## src/rtl/fixed_point_divider_seq.sv

```systemverilog
// rtl/fixed_point_divider_seq.sv - sequential signed fixed-point restoring divider
// Ripple-carry add/subtract: cin=1 turns a+b into a-b via a + ~b + 1.
module fpd_ripple_addsub #(
  parameter int W = 17
) (
  input  logic [W-1:0] a,
  input  logic [W-1:0] b,
  input  logic         cin,
  output logic [W-1:0] sum,
  output logic         cout
);
  logic [W-1:0] bx;
  logic         carry;

  assign bx = b ^ {W{cin}};

  // Bit-serial carry chain; a running variable keeps the chain free of self-loops on a vector.
  always_comb begin
    sum   = '0;
    carry = cin;
    for (int i = 0; i < W; i++) begin
      sum[i] = a[i] ^ bx[i] ^ carry;
      carry  = (a[i] & bx[i]) | (carry & (a[i] ^ bx[i]));
    end
    cout = carry;
  end
endmodule

module fixed_point_divider_seq #(
  parameter int WIDTH = 16,
  parameter int FRAC  = 8
) (
  input  logic             clk,
  input  logic             rst,
  input  logic             in_valid,
  output logic             in_ready,
  input  logic [WIDTH-1:0] dividend,
  input  logic [WIDTH-1:0] divisor,
  output logic             out_valid,
  input  logic             out_ready,
  output logic [WIDTH-1:0] quotient,
  output logic             div_by_zero,
  output logic             overflow
);
  localparam int NW = WIDTH + FRAC;
  localparam int CW = $clog2(NW + 1);
  localparam logic [WIDTH-1:0] ONE   = WIDTH'(1);
  localparam logic [WIDTH-1:0] Q_MAX = {1'b0, {(WIDTH-1){1'b1}}};
  localparam logic [WIDTH-1:0] Q_MIN = {1'b1, {(WIDTH-1){1'b0}}};
  localparam logic [NW-1:0]    M_POS = {{FRAC{1'b0}}, Q_MAX};
  localparam logic [NW-1:0]    M_NEG = {{FRAC{1'b0}}, Q_MIN};

  typedef enum logic [1:0] {IDLE, DIV, FIX, DONE} state_t;

  state_t           state, state_nxt;
  logic             loaded;
  logic [WIDTH-1:0] opa, opb;
  logic [WIDTH-1:0] amag, bmag;
  logic             sign;
  logic [WIDTH-1:0] dmag;
  logic [NW-1:0]    num, qm;
  logic [WIDTH:0]   rem, shifted, trial;
  logic             no_borrow;
  logic [CW-1:0]    cnt;

  // Operands are registered on accept; abs and zero-detect then get a cycle of their own.
  assign amag    = opa[WIDTH-1] ? (~opa + ONE) : opa;
  assign bmag    = opb[WIDTH-1] ? (~opb + ONE) : opb;
  assign shifted = {rem[WIDTH-1:0], num[NW-1]};

  fpd_ripple_addsub #(.W(WIDTH + 1)) u_sub (
    .a    (shifted),
    .b    ({1'b0, dmag}),
    .cin  (1'b1),
    .sum  (trial),
    .cout (no_borrow)
  );

  // State register.
  always_ff @(posedge clk) begin
    if (rst) state <= IDLE;
    else     state <= state_nxt;
  end

  // Next-state and handshake outputs.
  always_comb begin
    state_nxt = state;
    in_ready  = 1'b0;
    out_valid = 1'b0;
    case (state)
      IDLE: begin
        in_ready = !loaded;
        if (loaded) state_nxt = (opb == '0) ? DONE : DIV;
      end
      DIV:  if (cnt == '0) state_nxt = FIX;
      FIX:  state_nxt = DONE;
      DONE: begin
        out_valid = 1'b1;
        if (out_ready) state_nxt = IDLE;
      end
      default: state_nxt = IDLE;
    endcase
  end

  // Datapath: operand capture, restoring steps, sign fix-up and result hold.
  always_ff @(posedge clk) begin
    if (rst) begin
      loaded      <= 1'b0;
      opa         <= '0;
      opb         <= '0;
      sign        <= 1'b0;
      dmag        <= '0;
      num         <= '0;
      qm          <= '0;
      rem         <= '0;
      cnt         <= '0;
      quotient    <= '0;
      div_by_zero <= 1'b0;
      overflow    <= 1'b0;
    end else begin
      case (state)
        IDLE: begin
          if (!loaded) begin
            if (in_valid) begin
              opa    <= dividend;
              opb    <= divisor;
              loaded <= 1'b1;
            end
          end else begin
            loaded <= 1'b0;
            sign   <= opa[WIDTH-1] ^ opb[WIDTH-1];
            dmag   <= bmag;
            num    <= {amag, {FRAC{1'b0}}};
            rem    <= '0;
            qm     <= '0;
            cnt    <= CW'(NW - 1);
            if (opb == '0) begin
              quotient    <= opa[WIDTH-1] ? Q_MIN : Q_MAX;
              div_by_zero <= 1'b1;
              overflow    <= 1'b0;
            end
          end
        end
        DIV: begin
          rem <= no_borrow ? trial : shifted;
          num <= {num[NW-2:0], 1'b0};
          qm  <= {qm[NW-2:0], no_borrow};
          cnt <= cnt - CW'(1);
        end
        FIX: begin
          if (!sign && qm > M_POS) begin
            quotient <= Q_MAX;
            overflow <= 1'b1;
          end else if (sign && qm > M_NEG) begin
            quotient <= Q_MIN;
            overflow <= 1'b1;
          end else begin
            quotient <= sign ? (~qm[WIDTH-1:0] + ONE) : qm[WIDTH-1:0];
            overflow <= 1'b0;
          end
          div_by_zero <= 1'b0;
        end
        DONE: begin
          if (out_ready) begin
            div_by_zero <= 1'b0;
            overflow    <= 1'b0;
          end
        end
        default: ;
      endcase
    end
  end
endmodule
```

## config.mk

```make
export PLATFORM = sky130hd
export DESIGN_NAME = fixed_point_divider_seq
export DESIGN_NICKNAME = d
export VERILOG_FILES = /design/src/rtl/fixed_point_divider_seq.sv
export SDC_FILE = /design/constraint.sdc
export NUM_CORES = 1
export LEC_CHECK = 0
export ABC_CLOCK_PERIOD_IN_PS = 11650
export CAP_MARGIN = 20
export CORE_AREA = 2 2 126 128
export CTS_CLUSTER_DIAMETER = 60
export DETAILED_ROUTE_END_ITERATION = 8
export DIE_AREA = 0 0 128 130
export HOLD_SLACK_MARGIN = 0.06
export RECOVER_POWER = 100
export SETUP_SLACK_MARGIN = 0.1
export SLEW_MARGIN = 40
export SYNTH_ARGS = -nofsm -noshare
export SYNTH_HDL_FRONTEND = slang
export SYNTH_SLANG_ARGS = --single-unit
```

## constraint.sdc

```tcl
create_clock -name clk -period 11.65 [get_ports clk]
set_input_delay 2.33 -clock clk [delete_from_list [all_inputs] [get_ports clk]]
set_output_delay 2.33 -clock clk [all_outputs]
set_load 0.05 [all_outputs]
```

==> impl_results.md, run 1 <==
- Diodes inserted: 0
- Commonest non-fill, non-tap cells in the layout: 141 x nand2_1, 131 x dfxtp_1, 78 x nor2_1
- Hold Crit Endpoint: num[11]
- Post-CTS Hold Fix Bufs: 0
- Die Wd: roughly 130 um
- Crit-path max FO: 32
- H-tree depth: 4
- TritonRoute pass-1 iters: 5
- Wirelength per Cell: 14.80 um
- Cts repair resizes: 0
- Worst hold path class: reg2reg
- Pwr Density: 255.7 nW/um^2
- Setup slack, reg-to-reg: 3.43 ns
- Most common cell after layout, fill and taps aside: nand2_1
- DPL Wire Length: roughly 11000 um
- FFs w/ async S/R, synth: 0%
- Post-CTS Setup Inserts: 0
- Sequential share of power: 31.2%
- Effective utilization at floorplan: 43.92%
- Total track usage: 19.70%
- 1st-iter DRT viols: 318
- Final wirelength: 15520 um
- RePlAce Congestion: 0.8662
- P&R area growth vs syn: 16.21%
- Final Max Tran Viols: approximately 140
- Hold path start: num[11]
- EDFF count, synth: 0
- Die ar.: 16640 sq um
- Vias in the first global route: 5542
- Leading area contributor after synthesis: dfxtp_1
- Die Y: 130 um
- Synthesized netlist cell count: 835
- Worst Tran Pin Value: ~4.6 ns
- WP data arrival: about 8.5 ns
- Critical R2R Capture: rem[15]
- Ranking of synthesized cells by area: dfxtp_1 39%, nand2_1 7.9%, a21oi_1 5.5%
- Via Count: 5786
- Row count: 46
- Mapped Nets: 896
- Failing checks: max-capacitance violations, max-slew violations
- Clock Tree Buf Depth: 2
- Part of the power in the clock network: 24.2%
- Crit. End Element: flip-flop
- Net Sw Frac: 42.74%
- Total net switching power: about 0.00086 W
- Fill cells: 1473
- RSZ-0062 raised after global routing: no
- Synth cell types: 64
- Launching point of the worst reg2reg path: num[23]
- Final Net Count: 906
- Clock sink total: 131
- Layout cell share with drive strength beyond 1: 6.068%
- CTS tree: built
- Rel. slew slack: -204.1%
- Clk slew on worst S/H paths: 0.05 ns
- P_int: 0.001153 W
- Syn. warnings: 0
- Multi-input gate area: approximately 3700 sq um
- TNS Setup: 0 ns
- Worst Hold Slack: 0.4474 ns
- Worst reg-to-reg path cell count: 22
- Endpoints failing hold: 0
- CP required: roughly 12 ns
- Share of the synthesized area in the top cell type: 38.71%
- Post-Place Cells: 1018
- Seq cells post-synth: 131
- Antenna viol nets, final: 0
- FMAX: 0.1216 GHz
- Clock skew: 0.005669 ns
- Global-route wire length before repair: 26500 um
- Number of primary I/O pins: 56
- Critical path startpoint category: flip-flop
- Critical path class: reg2reg
- Crit path from: num[23]
- Most used DFF post-synth: dfxtp_1
- Logic pwr share: 44.6%
- CTS Buf Count: 17
- Clock Latency Late Sink: 0.42 ns
- Final setup violation count: 0
- Reg area: 2623 sq um
- Mapped cell area: 6775 sq um
- Final period util: 70.58%
- Max-Cap Viols: 2
- Largest net degree at the start of global routing: between 100 and 150
- Syn_area_per_cell: 8.114 sq um
- CORE AREA: roughly 15000 sq um
- Tmin final: between 8 and 9 ns
- Antenna violations before repair: 0
- Root Driver: clkbuf_16
- Status: complete, but fails checks
- Final cell count without fillers: between 1000 and 1500
- Lkg Pwr: 2.825 nW
- I/O Buffers: 55
- Hold Path Cell Cnt: 2
- Vias per cell: 5.516
- Gr ovfl total: 0
- Drt drc: 0
- Max VDD drop: 0.1331 mV
- Seq/Total Area, Yosys: between 30% and 40%
## power groups by stage
stage	Sequential, W	Combinational [W]	Clock, W
final	0.000628	0.000898	0.000487
after global routing	0.000644	0.00102	0.000517
after CTS	0.000628	0.000909	0.000493
after detailed placement	0.000636	0.000903	0
after global placement	0.000632	0.000874	0
after floorplan	0.000661	0.000674	0
## worst max-delay path, stage by stage (launching register included)
cell and delay, ns:
dfxtp_1 0.33, inv_1 0.06, ha_1 0.19, fa_1 0.40
fa_1 0.40, fa_1 0.40, fa_1 0.40, fa_1 0.39
fa_1 0.39, fa_1 0.39, fa_1 0.39, fa_1 0.40
fa_1 0.39, fa_1 0.41, fa_1 0.39, fa_1 0.38
fa_1 0.36, inv_1 0.07, fa_1 0.15, or2_0 1.13
mux2_2 0.43, a22oi_1 0.14, nor2_1 0.06
## registers in the layout, indices dropped and copies added (netlist names), 2 cells and up
signal    cells
dmag         16
qm           24
quotient     16
cnt           5
state         2
opa          16
opb          16
rem          16
num          16
## stage by stage
stage	utilization, %	instance area (sq um)	setup slack, ns	total power [W]
2_1_floorplan	-	6775	4.736	0.001335
3_3_place_gp	47.55	7335	4.334	0.001507
3_5_place_dp	47.61	7343	4.207	0.001540
4_1_cts	51.11	7884	4.203	0.002031
5_1_grt	51.05	7874	2.947	0.002183
6_report	51.05	7874	3.427	0.002013
## logic make-up (layout without fill, tap and decap cells)
group | count (synthesis) | count (layout) | share of synthesized area [%]
compound gates | 223 | 223 | 22.23
xor+xnor | 34 | 34 | 4.395
fa+ha+maj | 25 | 25 | 6.279
flops | 131 | 131 | 38.71
simple gates | 308 | 308 | 21.24
mux | 6 | 6 | 0.9049
buf+inv | 108 | 130 | 6.242
## cells in the mapped netlist, types with 6 or more instances
cell and instances:
a22oi_1 25, o41ai_1 6, o211ai_1 21, a211oi_1 28, nand3_1 10, clkbuf_1 60, xor2_1 19, o31ai_1 6
dfxtp_1 131, o21ai_0 16, a21oi_1 74, a31oi_1 8, nor4_1 14, fa_1 15, xnor2_1 15, ha_1 10
nor3_1 10, inv_1 39, nor2_1 79, nand2b_1 7, nor2b_1 7, nand2_1 142
## how the worst max path moves through the flow
stage                   end  slack (ns)  depth (start not counted)
floorplan           rem[11]        4.74                         24
global placement    rem[15]        4.33                         22
detailed placement  rem[15]        4.21                         22
CTS                 rem[15]        4.20                         22
global route         rem[1]        2.95                         22
finish              rem[15]        3.43                         22
## per-layer routing
| metal | track usage (%) | vias to the layer above | share of wire [%] |
|---|---|---|---|
| met5 | 0 | - | 0 |
| met3 | 4.346 | 24 | 3.8 |
| met1 | 25.37 | 2693 | 47 |
| met4 | 7.951 | 0 | 2.0 |
| met2 | 32.34 | 126 | 47 |
| li1 | - | 2943 | - |
## final cells by class
cell class                 instances  area share (%)
clock buffer                      22           6.150
clock inverter                     9          0.7151
inverter                          40           1.907
multi-input combinational        596           47.62
sequential                       131           33.31
tap                              192           3.051
timing repair buffer              59           7.246
No activity file was read; power rests on OpenSTA's default activity.
==> run 2, diff against run 1 <==
- ABC_CLOCK_PERIOD_IN_PS: 11650 -> 7350
- PLACE_DENSITY: unset -> 0.66
- clock period: 11.65 -> 7.35 ns (I/O delays scaled with it)
==> run 2 against run 1 <==
Effect of this change: final cell count up 0.19%; the flow still finishes with violations (max-capacitance violations, max-slew violations); flip-flop and latch count is the same; critical path type unchanged; non-clock buffer count is 1 higher.
==> impl_results.md, run 2 (synthesized netlist as in run 1, its figures left out) <==
- Status: complete, but fails checks
- Failing checks: max-capacitance violations, max-slew violations
- Hold path start: num[13]
- Most common cell after layout, fill and taps aside: nand2_1
- Crit path from: num[23]
- Total track usage: between 10% and 20%
- Post-Place Cells: 1019
- Die Y: 130 um
- TritonRoute pass-1 iters: 5
- Cts repair resizes: 0
- Clock Tree Buf Depth: 2
- CP required: 7.63 ns
- Final setup violation count: 0
- Commonest non-fill, non-tap cells in the layout: 142 x nand2_1, 131 x dfxtp_1, 79 x nor2_1
- WP data arrival: 7.28 ns
- Final wirelength: between 15000 and 20000 um
- Worst Tran Pin Value: 2.513 ns
- CORE AREA: 15420 sq um
- FMAX: between 0.1 and 0.15 GHz
- CTS tree: built
- Worst hold path class: reg2reg
- Diodes inserted: 0
- Max reg flops: 24
- I/O Buffers: 55
- RePlAce Congestion: 0.8870
- Critical path class: reg2reg
- Crit. End Element: flip-flop
- 1st-iter DRT viols: 409
- Root Driver: clkbuf_16
- Vias per cell: 5.514
- Vias in the first global route: around 5000
- Die Wd: 128 um
- Final cell count without fillers: 1051
- CTS Buf Count: 17
- Clock Latency Late Sink: 0.42 ns
- P&R area growth vs syn: 18.74%
- CP Cell Sequence: inv_1, ha_1, fa_1, fa_2, fa_2, fa_1, fa_1, fa_1, fa_1, fa_1, fa_1, fa_1, fa_1, fa_1, fa_1, fa_1, inv_1, fa_1, mux2_2, a22oi_1, nor2_1
- Global-route wire length before repair: roughly 25000 um
- Via Count: 5795
- Antenna viol nets, final: 0
- Post-layout util: 52.16%
- Post-CTS Hold Fix Bufs: 0
- CP max-delay cell: fa_1
- CP peak stage delay: 0.40 ns
- Clock sink total: 131
- Final Max Tran Viols: 58
- Reg area: 2623 sq um
- Endpoints failing hold: 0
- Gr ovfl total: 0
- Critical path startpoint category: flip-flop
- Max-Cap Viols: 1
- WP buf/inv: 2
- Die ar.: 16640 sq um
- Pwr Density: 430.1 nW/um^2
- Final Net Count: around 910
- Drt drc: 0
- Pre-CTS setup slack: roughly 0.30 ns
- Setup ws final: 0.3495 ns
- Final period util: a little over nine tenths
- Antenna violations before repair: 0
- Launching point of the worst reg2reg path: num[23]
- Clock skew: 0.007302 ns
- Layout cell share with drive strength beyond 1: 6.519%
- Largest register by flop count: qm
- RSZ-0062 raised after global routing: no
- H-tree depth: 4
- Crit-path max FO: 2
- Effective utilization at floorplan: roughly 44%
- Total power: between 0.003 and 0.004 W
- Wirelength per Cell: 14.59 um
- Number of primary I/O pins: 56
- CP top delay family: adder cells
- Largest net degree at the start of global routing: 77
- Multi-input gate area: 3736 sq um
- TNS Setup: 0 ns
- Lkg Pwr: slightly below 3 nW
- Post-CTS Setup Inserts: 0
- Row count: 46
- Most used cell, CP: fa_1
- Tmin final: about 7 ns
- Fill cells: about 1500
- Clk slew on worst S/H paths: 0.06 ns
- Max VDD drop: between 0.15 and 0.2 mV
- DPL Wire Length: 10210 um
- Rel. slew slack: -67.54%
==> run 2: worst reg2reg max path, stage by stage (launching register included) <==
cell and delay (ns):
dfxtp_1 0.32, inv_1 0.05, ha_1 0.19, fa_1 0.40, fa_2 0.36, fa_2 0.35, fa_1 0.38, fa_1 0.39
fa_1 0.39, fa_1 0.39, fa_1 0.39, fa_1 0.39, fa_1 0.38, fa_1 0.39, fa_1 0.39, fa_1 0.39
fa_1 0.36, inv_1 0.08, fa_1 0.39, mux2_2 0.27, a22oi_1 0.14, nor2_1 0.05
==> run 2: area by class of cell <==
cell class,instances,area share (%)
multi-input cells,596,46.44
flip-flops and latches,131,32.60
repair buffers,60,7.325
clock buffers,20,5.677
clock inverters,12,3.110
well taps,192,2.986
inverters,40,1.866
==> run 2: final timing paths <==
path                                 to  slack (ns)  depth (start not counted)
worst max-delay path            rem[15]        0.35                         21
worst min-delay path            num[13]        0.44                          2
worst max register to register  rem[15]        0.35                         21
worst min register to register  num[13]        0.44                          2
==> run 2: metal layers <==
layer	share of wire, %	global-route usage, %	vias up	routed length (um)
li1	-	-	2952	-
met1	49	26.29	2667	7569
met2	45	28.69	156	6840
met3	4.4	4.100	20	682
met4	1.6	7.046	0	246
met5	0	0	-	0
==> run 2: where the power goes <==
group / switching, W / internal, W
Combinational: 0.000924 / 0.000536
Sequential: 0.000137 / 0.000855
Clock: 0.000320 / 0.000690
Total: 0.00138 / 0.00208
==> run 2: through the flow <==
step           hold slack [ns]  instance area (sq um)
6_report                0.4445                   8045
5_1_grt                 0.4771                   8045
4_1_cts                 0.4476                   8054
3_5_place_dp            0.4397                   7347
3_3_place_gp            0.4373                   7342
2_1_floorplan           0.4268                   6775
==> run 3, diff against run 2 <==
- CORE_AREA: 2 2 126 128 -> 2 2 117 119
- DIE_AREA: 0 0 128 130 -> 0 0 119 121
- PLACE_DENSITY: 0.66 -> 0.75
==> run 3 against run 2 <==
Effect of this change: the run still ends with max-capacitance violations, max-slew violations left; count of clock-buffer cells in the layout unchanged; final cell count is 1.4% lower; power decreased by 1.4%; setup slack worse by 0.12 ns; non-clock buffer count rose by 1; critical path depth did not move; highest routed layer unchanged; critical path type unchanged; first-iteration DRC count up 5.9%.
==> impl_results.md, run 3 (synthesized netlist as in run 1, its figures left out) <==
- Post-Place Cells: 1004
- Most common cell after layout, fill and taps aside: nand2_1
- Via Count: 5960
- Clock Tree Buf Depth: 2
- Vias per cell: 5.753
- TNS Setup: 0 ns
- Met3 Use GR: 4.558%
- CP required: 7.63 ns
- Wirelength per Cell: about 15 um
- Launching point of the worst reg2reg path: num[23]
- Clock skew: around 0.0053 ns
- RSZ-0062 raised after global routing: no
- Grt met2 use: approximately two fifths
- Root Driver: clkbuf_16
- Pwr Density: 426.4 nW/um^2
- Final Net Count: 908
- Reg area: 2623 sq um
- CTS tree: built
- WP data arrival: between 7 and 8 ns
- Largest net degree at the start of global routing: 78
- Effective utilization at floorplan: 51.78%
- Die Y: 121 um
- Global-route wire length before repair: around 27000 um
- Max reg flops: 24
- Crit. End Element: flip-flop
- Clock Latency Late Sink: 0.42 ns
- Gr ovfl total: 0
- Tmin final: 7.117 ns
- Lkg Pwr: 2.876 nW
- Total track usage: 22.46%
- Worst Tran Pin Value: 2.437 ns
- CTS Buf Count: 17
- 1st-iter DRT viols: 433
- Final setup violation count: 0
- Clock sink total: 131
- TritonRoute pass-1 iters: 5
- DPL Wire Length: 10680 um
- RePlAce Congestion: roughly 0.87
- Final period util: between 90% and 100%
- Largest register by flop count: qm
- Post-CTS Setup Inserts: 0
- Row count: 42
- H-tree depth: 4
- P&R area growth vs syn: 18.10%
- FMAX: approximately 0.14 GHz
- Endpoints failing hold: 0
- Layout cell share with drive strength beyond 1: under 10%
- Worst hold path class: reg2reg
- Number of primary I/O pins: 56
- Final Max Tran Viols: 57
- I/O Buffers: 55
- Max VDD drop: 0.2732 mV
- Antenna violations before repair: 0
- Commonest non-fill, non-tap cells in the layout: 141 x nand2_1, 131 x dfxtp_1, 78 x nor2_1
- Failing checks: max-capacitance violations, max-slew violations
- Rel. slew slack: -62.44%
- Drt drc: 0
- Critical path startpoint category: flip-flop
- Post-CTS Hold Fix Bufs: 0
- Max-Cap Viols: 1
- Critical path class: reg2reg
- Die Wd: 119 um
- Diodes inserted: 0
- Clk slew on worst S/H paths: ~0.060 ns
- GRT Max-Usage Layer: met2
- Crit-path max FO: 2
- Multi-input gate area: 3759 sq um
- Final wirelength: 15650 um
- Antenna viol nets, final: 0
- CORE AREA: 13090 sq um
- Status: complete, but fails checks
- Vias in the first global route: 5706
- Hold path start: num[11]
- GR Layer Usage met1: 28.03%
- Crit path from: num[23]
- Final cell count without fillers: 1036
- Die ar.: 14400 sq um
- Fill cells: 1123
## run 3: per-layer routing
metal,wire length [um],up-vias
met5,0,-
met4,290,0
met3,627,27
met2,7777,139
met1,6952,2838
li1,-,2956
## run 3: worst paths after layout
path	end	slack, ns	cells after the start
worst min-delay path	num[11]	0.44	2
worst max-delay path	rem[15]	0.23	21
worst max register to register	rem[15]	0.23	21
worst min register to register	num[11]	0.44	2
## run 3: worst max-delay path, cell delays in order, from the launching register on
cell,delay [ns]
dfxtp_1,0.33
inv_1,0.07
ha_1,0.20
fa_2,0.36
fa_1,0.40
fa_1,0.42
fa_2,0.36
fa_2,0.35
fa_1,0.40
fa_1,0.40
fa_1,0.40
fa_1,0.39
fa_1,0.40
fa_1,0.40
fa_1,0.39
fa_1,0.39
fa_1,0.37
inv_1,0.08
fa_1,0.40
mux2_2,0.27
a22oi_1,0.14
nor2_1,0.06
## run 3: where the power goes
group	internal, W	leakage, nW	switching (W)
combinational	0.000543	1.51	0.000935
sequential	0.000855	1.07	0.000143
clock	0.000619	0.301	0.000317
## run 3: layout make-up
type | instances | area share (%)
multi-input cells | 596 | 46.97
repair buffers | 61 | 7.365
flip-flops and latches | 131 | 32.78
well taps | 176 | 2.752
clock inverters | 12 | 2.549
clock buffers | 20 | 5.708
inverters | 40 | 1.876
## run 3: through the flow
stage | hold slack (ns) | cell area, sq um | utilization, % | setup slack (ns) | power, W
detailed placement | 0.4388 | 7335 | 56.05 | 0.1504 | 0.002479
global route | 0.4765 | 8001 | 61.15 | 0.06216 | 0.003667
global placement | 0.4384 | 7330 | 56.01 | 0.2947 | 0.002409
CTS | 0.4465 | 7995 | 61.10 | 0.1132 | 0.003425
finish | 0.4446 | 8001 | 61.15 | 0.2332 | 0.003412
floorplan | 0.4268 | 6775 | - | 0.4357 | 0.002117
## run 3: what timing repair did
item / CTS / global route
resized for setup: 0 / 4
setup endpoints to repair: 0 / 16
endpoints found under the hold margin: 0 / 0
